### config.mk
export PLATFORM = sky130hd
export DESIGN_NAME = cpu4510_mapper
export DESIGN_NICKNAME = d
export VERILOG_FILES = /design/src/rtl/cpu4510_mapper_pkg.sv /design/src/rtl/cpu4510_map_half.sv /design/src/rtl/cpu4510_mapper.sv
export SDC_FILE = /design/constraint.sdc
export NUM_CORES = 1
export LEC_CHECK = 0
export BUFFER_PORTS_ARGS = -buffer_cell sky130_fd_sc_hd__buf_2
export CORE_AREA = 2 2 89 83
export DETAILED_ROUTE_END_ITERATION = 12
export DIE_AREA = 0 0 91 85
export PLACE_DENSITY = 0.81
export SLEW_MARGIN = 20
export SYNTH_ARGS = -nofsm -noshare
export SYNTH_HDL_FRONTEND = slang
export SYNTH_SLANG_ARGS = --single-unit
### constraint.sdc
create_clock -name clk -period 8.21 [get_ports clk]
set_input_delay 1.642 -clock clk [delete_from_list [all_inputs] [get_ports clk]]
set_output_delay 1.642 -clock clk [all_outputs]
set_load 0.02 [all_outputs]
### src/rtl/cpu4510_mapper_pkg.sv
// Shared constants and helpers for the 4510 MAP address translator.
//   kOP_EOM         : opcode that ends the MAP interrupt inhibit (NOP)
//   kMAP_BLOCK_BITS : log2 of the 8 KB mapping block size
//   kPHYS_AW        : physical bus address width
//   kEN_* / kOFS_*  : bit positions of the enable nibble and offset nibble within X/Z
package cpu4510_mapper_pkg;

   localparam logic [7:0]  kOP_EOM         = 8'hEA;
   localparam int unsigned kMAP_BLOCK_BITS = 13;
   localparam int unsigned kPHYS_AW        = 20;
   localparam int unsigned kLOG_AW         = 16;
   localparam int unsigned kOFS_W          = 12;
   localparam int unsigned kEN_W           = 4;

   // Positions within X (lo half) or Z (hi half)
   localparam int unsigned kEN_MSB  = 7;
   localparam int unsigned kEN_LSB  = 4;
   localparam int unsigned kOFS_MSB = 3;

   // Offset counts 256-byte pages; the sum wraps at 1 MB.
   function automatic logic [kPHYS_AW-1:0] map_xlate(input logic [kLOG_AW-1:0] addr,
                                                     input logic [kOFS_W-1:0]  ofs);
      logic [kPHYS_AW-1:0] base;
      logic [kPHYS_AW-1:0] disp;
      base = {4'h0, addr};
      disp = {ofs, 8'h00};
      return base + disp;
   endfunction

endpackage

### src/rtl/cpu4510_map_half.sv
// One half (four 8 KB blocks) of the 4510 MAP state.
//   clk, reset  : clock, asynchronous active-high reset
//   load_i      : load ofs_i/en_i this clock
//   ofs_i, en_i : new 12-bit page offset and per-block enables
//   addr_i      : logical address to translate (only bits [14:13] pick the block)
//   phys_o      : translated address (untouched when the block is disabled)
//   hit_o       : selected block is enabled
//   map_o       : monitor view {en, ofs}
module cpu4510_map_half
   import cpu4510_mapper_pkg::*;
(
   input  logic                clk,
   input  logic                reset,
   input  logic                load_i,
   input  logic [kOFS_W-1:0]   ofs_i,
   input  logic [kEN_W-1:0]    en_i,
   input  logic [kLOG_AW-1:0]  addr_i,
   output logic [kPHYS_AW-1:0] phys_o,
   output logic                hit_o,
   output logic [15:0]         map_o
);

   logic [kOFS_W-1:0] ofs_d, ofs_q;
   logic [kEN_W-1:0]  en_d, en_q;
   logic [1:0]        blk;

   always_comb begin
      ofs_d = ofs_q;
      en_d  = en_q;
      if (load_i) begin
         ofs_d = ofs_i;
         en_d  = en_i;
      end
   end

   always_ff @(posedge clk or posedge reset) begin
      if (reset) begin
         ofs_q <= '0;
         en_q  <= '0;
      end else begin
         ofs_q <= ofs_d;
         en_q  <= en_d;
      end
   end

   // Block index within this half; bit 15 is the half select done by the caller
   assign blk    = addr_i[kMAP_BLOCK_BITS+1:kMAP_BLOCK_BITS];
   assign hit_o  = en_q[blk];
   assign phys_o = hit_o ? map_xlate(addr_i, ofs_q) : {4'h0, addr_i};
   assign map_o  = {en_q, ofs_q};

endmodule

### src/rtl/cpu4510_mapper.sv
// 4510 MAP address translator sitting after the 65CE02 core.
//   clk, reset, phi2        : clock, async active-high reset, phase enable
//   map                     : MAP strobe, loads lo/hi halves from A/X and Y/Z
//   reg_a/x/y/z             : core registers
//   sync, data_i            : opcode fetch indicator and opcode, for EOM detection
//   address_next            : core next logical address
//   phys_addr_next          : combinational translation of address_next
//   phys_addr, mapped       : registered translation, aligned with the core's address
//   irq_inhibit             : set by MAP, cleared after the next EOM fetch
//   map_lo, map_hi          : monitor view {enables, offset}
module cpu4510_mapper
   import cpu4510_mapper_pkg::*;
(
   input  logic                clk,
   input  logic                reset,
   input  logic                phi2,
   input  logic                map,
   input  logic [7:0]          reg_a,
   input  logic [7:0]          reg_x,
   input  logic [7:0]          reg_y,
   input  logic [7:0]          reg_z,
   input  logic                sync,
   input  logic [7:0]          data_i,
   input  logic [kLOG_AW-1:0]  address_next,
   output logic [kPHYS_AW-1:0] phys_addr_next,
   output logic [kPHYS_AW-1:0] phys_addr,
   output logic                mapped,
   output logic                irq_inhibit,
   output logic [15:0]         map_lo,
   output logic [15:0]         map_hi
);

   logic                load;
   logic [kPHYS_AW-1:0] lo_phys, hi_phys;
   logic                lo_hit, hi_hit, hit_next;
   logic [kPHYS_AW-1:0] phys_d, phys_q;
   logic                mapped_d, mapped_q;
   logic                inhibit_d, inhibit_q;

   assign load = phi2 & map;

   cpu4510_map_half u_lo (
      .clk    (clk),
      .reset  (reset),
      .load_i (load),
      .ofs_i  ({reg_x[kOFS_MSB:0], reg_a}),
      .en_i   (reg_x[kEN_MSB:kEN_LSB]),
      .addr_i (address_next),
      .phys_o (lo_phys),
      .hit_o  (lo_hit),
      .map_o  (map_lo)
   );

   cpu4510_map_half u_hi (
      .clk    (clk),
      .reset  (reset),
      .load_i (load),
      .ofs_i  ({reg_z[kOFS_MSB:0], reg_y}),
      .en_i   (reg_z[kEN_MSB:kEN_LSB]),
      .addr_i (address_next),
      .phys_o (hi_phys),
      .hit_o  (hi_hit),
      .map_o  (map_hi)
   );

   assign phys_addr_next = address_next[15] ? hi_phys : lo_phys;
   assign hit_next       = address_next[15] ? hi_hit  : lo_hit;

   always_comb begin
      phys_d    = phys_q;
      mapped_d  = mapped_q;
      inhibit_d = inhibit_q;
      if (phi2) begin
         phys_d   = phys_addr_next;
         mapped_d = hit_next;
         // A MAP in the same cycle as an EOM fetch keeps the inhibit
         if (map) begin
            inhibit_d = 1'b1;
         end else if (sync && inhibit_q && (data_i == kOP_EOM)) begin
            inhibit_d = 1'b0;
         end
      end
   end

   always_ff @(posedge clk or posedge reset) begin
      if (reset) begin
         phys_q    <= '0;
         mapped_q  <= 1'b0;
         inhibit_q <= 1'b0;
      end else begin
         phys_q    <= phys_d;
         mapped_q  <= mapped_d;
         inhibit_q <= inhibit_d;
      end
   end

   assign phys_addr   = phys_q;
   assign mapped      = mapped_q;
   assign irq_inhibit = inhibit_q;

endmodule

Word level (Yosys, flattened, before mapping)

Cells that the tools add are included.

Output and inout port bits: 74
Bits of input ports: 61
Register bits: 54

Reduce and logical (&&, ||, !) cells: 4
Bitwise operators: 1
Magnitude comparators: 1
Add/subtract/negate cells: 2
Equality and inequality tests: 1
Muxes and demuxes: 10

Operator list:

| cell               | number |
|---|---|
| $mux 20            | 3 |
| $add 16x20->20     | 2 |
| $eq 8x8->1 const B | 1 |
| $mux 1             | 5 |
| $bmux 1 s2         | 2 |
| $lt 2x3->1 const B | 1 |
| $logic_and 1x1->1  | 2 |
| $reduce_and 2->1   | 1 |
| $reduce_bool 2->1  | 1 |
| $and 1x1->1        | 1 |

Longest topological paths before layout

Word-level depth: 4
Depth in mapped cells: 9
Mapped depth without buffers: 9

Modules after synthesis

From an unflattened synthesis, not the netlist that was laid out.

Cell total of the unflattened synthesis: 311
Area, all modules: 3718.6 um^2

By module, submodules not included:

| module           | area each (um^2) | instances | cells an instance | sequential area each (um^2) |
|---|---|---|---|---|
| cpu4510_map_half | 1239.9           | 2         | 118               | 400.4 |
| cpu4510_mapper   | 1238.7           | 1         | 75                | 550.5 |

Least setup slack after synthesis

OpenSTA, ideal clock, no wires.

Kind: input-to-output
Start point: input address_next[8]
End point: output phys_addr_next[18]
Data required time: 6.568 ns
Stages: 9
Arrival time: 3.471 ns
Setup slack: 3.097 ns
Buffers on the path: 0
Cell sequence: ha_1 inv_1 fa_1 nand2b_1 a21oi_1 nor3_1 a211oi_1 xnor2_1 o21ai_0

Cells in the longest elaborated chain, start to end: 3
Elaborated cells between the ends (all ways): 5

Ends and longest elaborated chain:

| item               | RTL line                 | text |
|---|---|---|
| start: declaration | cpu4510_mapper.sv:24     | `input logic [kLOG_AW-1:0] address_next,` |
| $add 16x20->20     | cpu4510_mapper_pkg.sv:27 | `return base + disp;` |
| $mux 20            | cpu4510_map_half.sv:49   | `assign phys_o = hit_o ? map_xlate(addr_i, ofs_q) : {4'h0, addr_i};` |
| $mux 20 (*)        | cpu4510_mapper.sv:66     | `assign phys_addr_next = address_next[15] ? hi_phys : lo_phys;` |
| end: declaration   | cpu4510_mapper.sv:25     | `output logic [kPHYS_AW-1:0] phys_addr_next,` |

Mark *: on every way between the ends. The rest lies on a longest branch, timed or not.

Worst setup path in the final report

Start point: input address_next[8]
End point: output phys_addr_next[14]

Same word-level chain as after synthesis.

==> results.py <==
metrics = {
    "worst_setup_path": {
        "rrSetupSlack_ns": 5.91,
        "worstReg2RegStart": "u_lo.ofs_q[0]$_DFFE_PP0P_",
        "regToRegEndpoint": "phys_addr[14]$_DFFE_PP0P_",
        "rr_worst_depth": 9,
        "crit_path_max_fanout": 4,
        "crit_path_end_kind": "output port",
        "cp.arrival_ns": 3.77,
        "worstPathRequired_ns": 6.57,
        "critPathKind": "in2out",
        "setup.worst_path.start_class": "primary input",
    },
    "sta": {
        "setup_viol": 0,
        "post-route-period-util_pct": 65.90,
        "slew_viol_final": 0,
        "finalHoldViolCount": 0,
        "fin_crit_ns": 5.411,
        "finalSetupTns_ns": 0,
        "timing.fmax_ghz": 0.1848,
        "tightest_slew_ns": 0.6681,
        "skew_ns": 0.006883,
        "rsz0062_at_grt": "false",
        "worst_hold_slack_ns": 0.5118,
        "relSlewSlack_pct": 55.46,
    },
    "min_path": {
        "hold_end": "irq_inhibit$_DFFE_PP0P_",
        "holdCritPathClass": "reg2reg",
        "hp-start": "irq_inhibit$_DFFE_PP0P_",
        "holdPathStages": 2,
    },
    "floorplanning": {
        "io-pin-count": 135,
        "fp.coreArea_um2": 6822,
        "rows": 29,
        "die_h_um": 85,
        "fp.dieW_um": 91,
        "fp.dieArea_um2": 7735,
        "initial_core_util_pct": 48.77,
    },
    "grt": {
        "grt_use_total_pct": 21.27,
        "grt_pass1_vias": 2790,
        "grt_max_degree": 55,
        "grt_pass1_wl_mm": 13.32,
        "grt_overflow": 0,
        "grt_antenna_before_repair": 0,
    },
    "placement": {
        "gp_congestion": 0.8601,
        "dp_hpwl_mm": 6.375,
        "port_buffers": 134,
    },
    "synthesis": {
        "yosys.area.top_type": "dfrtp_1",
        "synthFlopType": "dfrtp_1",
        "yosys-top-cells-count": "dfrtp_1, mux2_2, nand2_1",
        "synth_top_area_share_pct": 40.62,
        "ys_warn_count": 0,
        "synth_edf_count": 0,
        "yosysMostFrequentCell": "dfrtp_1",
        "yosysSeqAreaShare_pct": 40.62,
        "synth_seq_cells": 54,
        "synth.avg_cell_area_um2": 10.60,
        "synthCells": 314,
        "synth_area_um2": 3327,
        "async_flop_share_pct": 100.0,
        "syn-num-nets": 393,
        "synth.distinct_cells": 50,
        "synthTopCellsByArea": "dfrtp_1, mux2_2, ha_1",
    },
    "clock_network": {
        "htree_levels": 2,
        "cts_hold_buf": 0,
        "tritoncts": "done",
        "postCtsSetupBuffers": 0,
        "clk_pin_slew_ns": 0.09,
        "cts_made_buffers": 5,
        "clkSinkCount": 54,
        "clock-root-buffer": "clkbuf_8",
        "clk-insertion-delay-late_ns": 0.31,
        "cts_buffer_depth": 2,
        "cts_resized": 0,
    },
    "power": {
        "power_leakage_nw": 1.964,
        "max-vdd-ir-drop_mv": 0.1110,
        "powerDensity_nw_per_um2": 214.2,
    },
    "route": {
        "firstDrtPassIters": 4,
        "wl_per_cell_um": 15.50,
        "drt-total-wl_mm": 8.232,
        "drtIter0Drc": 205,
        "vias_per_cell": 5.454,
        "drc_errors": 0,
        "via_count": 2896,
        "postRouteAntennaNets": 0,
    },
    "layout": {
        "n_antenna_cell": 0,
        "areaGrowthSynthToFinish_pct": 23.17,
        "drive_above_1_share_pct": 45.21,
        "nets": 516,
    },
    "flow_run": {
        "maxCapViolCount": 0,
    },
    "status": {
        "status": "complete, no violations",
    },
}
## through the flow
stage               cells  power, mW  instance area, um2  util, %  setup WS, ns
global placement      523     0.7151                4004    58.69         2.895
global route          531     0.9272                4098    60.07         2.622
detailed placement    523     0.7271                4006    58.73         2.806
finish                531     0.8775                4098    60.07         2.799
CTS                   531     0.8805                4098    60.07         2.805
floorplan             314     0.6097                3327        -         3.097
## worst max path at each step
stage | from | to | slack (ns) | cells past startpoint
finish | address_next[8] | phys_addr_next[14] | 2.80 | 11
global placement | address_next[8] | phys_addr_next[14] | 2.89 | 11
global route | address_next[8] | phys_addr_next[14] | 2.62 | 11
CTS | address_next[8] | phys_addr_next[14] | 2.80 | 11
detailed placement | address_next[8] | phys_addr_next[14] | 2.81 | 11
floorplan | address_next[8] | phys_addr_next[18] | 3.10 | 9
## layout make-up
type	instances	area, um2
multi-input cells	228	1809
clock inverters	1	5.005
repair buffers	135	678.2
flip-flops and latches	54	1351
fillers	612	2724
well taps	93	116.4
clock buffers	7	86.33
inverters	13	51.30
## worst max-delay path: stages
cell and delay [ns]:
buf_2 0.11, ha_1 0.17, inv_1 0.05, fa_1 0.42
nand2b_1 0.19, a21oi_1 0.25, o21ai_0 0.15, and4b_1 0.23
nor4_2 0.24, or2_2 0.16, buf_2 0.16
## power breakdown
group	leakage (nW)	internal, mW	total, mW	switching, mW
clock	0.0482	0.0683	0.155	0.0868
sequential	0.633	0.309	0.343	0.0347
combinational	1.28	0.154	0.379	0.225
## logic make-up (layout without fill, tap and decap cells)
group / Yosys count / count (layout) / synth area share (%)
buffers and inverters: 32 / 156 / 5.002
adder cells (fa/ha/maj): 18 / 18 / 7.221
AO/OA/AOI/OAI: 72 / 72 / 14.10
multiplexers: 54 / 54 / 18.84
AND/OR/NAND/NOR: 74 / 74 / 11.58
flip-flops: 54 / 54 / 40.62
XOR/XNOR: 10 / 10 / 2.632
## flip-flops by register name, summed over array words and instances (netlist names)
register and flops:
u_lo.ofs_q 12, irq_inhibit 1, u_lo.en_q 4, phys_addr 20, mapped 1, u_hi.en_q 4, u_hi.ofs_q 12
## placed cells by master (no fill, tap or decap), types with 9 or more instances in the layout
| cell type | count |
|---|---|
| mux2_2 | 45 |
| nor2_1 | 12 |
| o21ai_0 | 18 |
| nand3_1 | 9 |
| nand2_1 | 23 |
| dfrtp_1 | 54 |
| inv_1 | 12 |
| ha_1 | 16 |
| a21oi_1 | 20 |
| buf_2 | 134 |
## layer usage
metal	part of all wire (%)	vias to the layer above	wire length, um	GRT usage [%]
met3	6.4	8	525	4.707
li1	-	1376	-	-
met5	0	-	0	0
met1	43	1404	3573	27.43
met2	49	108	4021	36.03
met4	1.3	0	110	6.612
No activity file was read; power rests on OpenSTA's default activity.
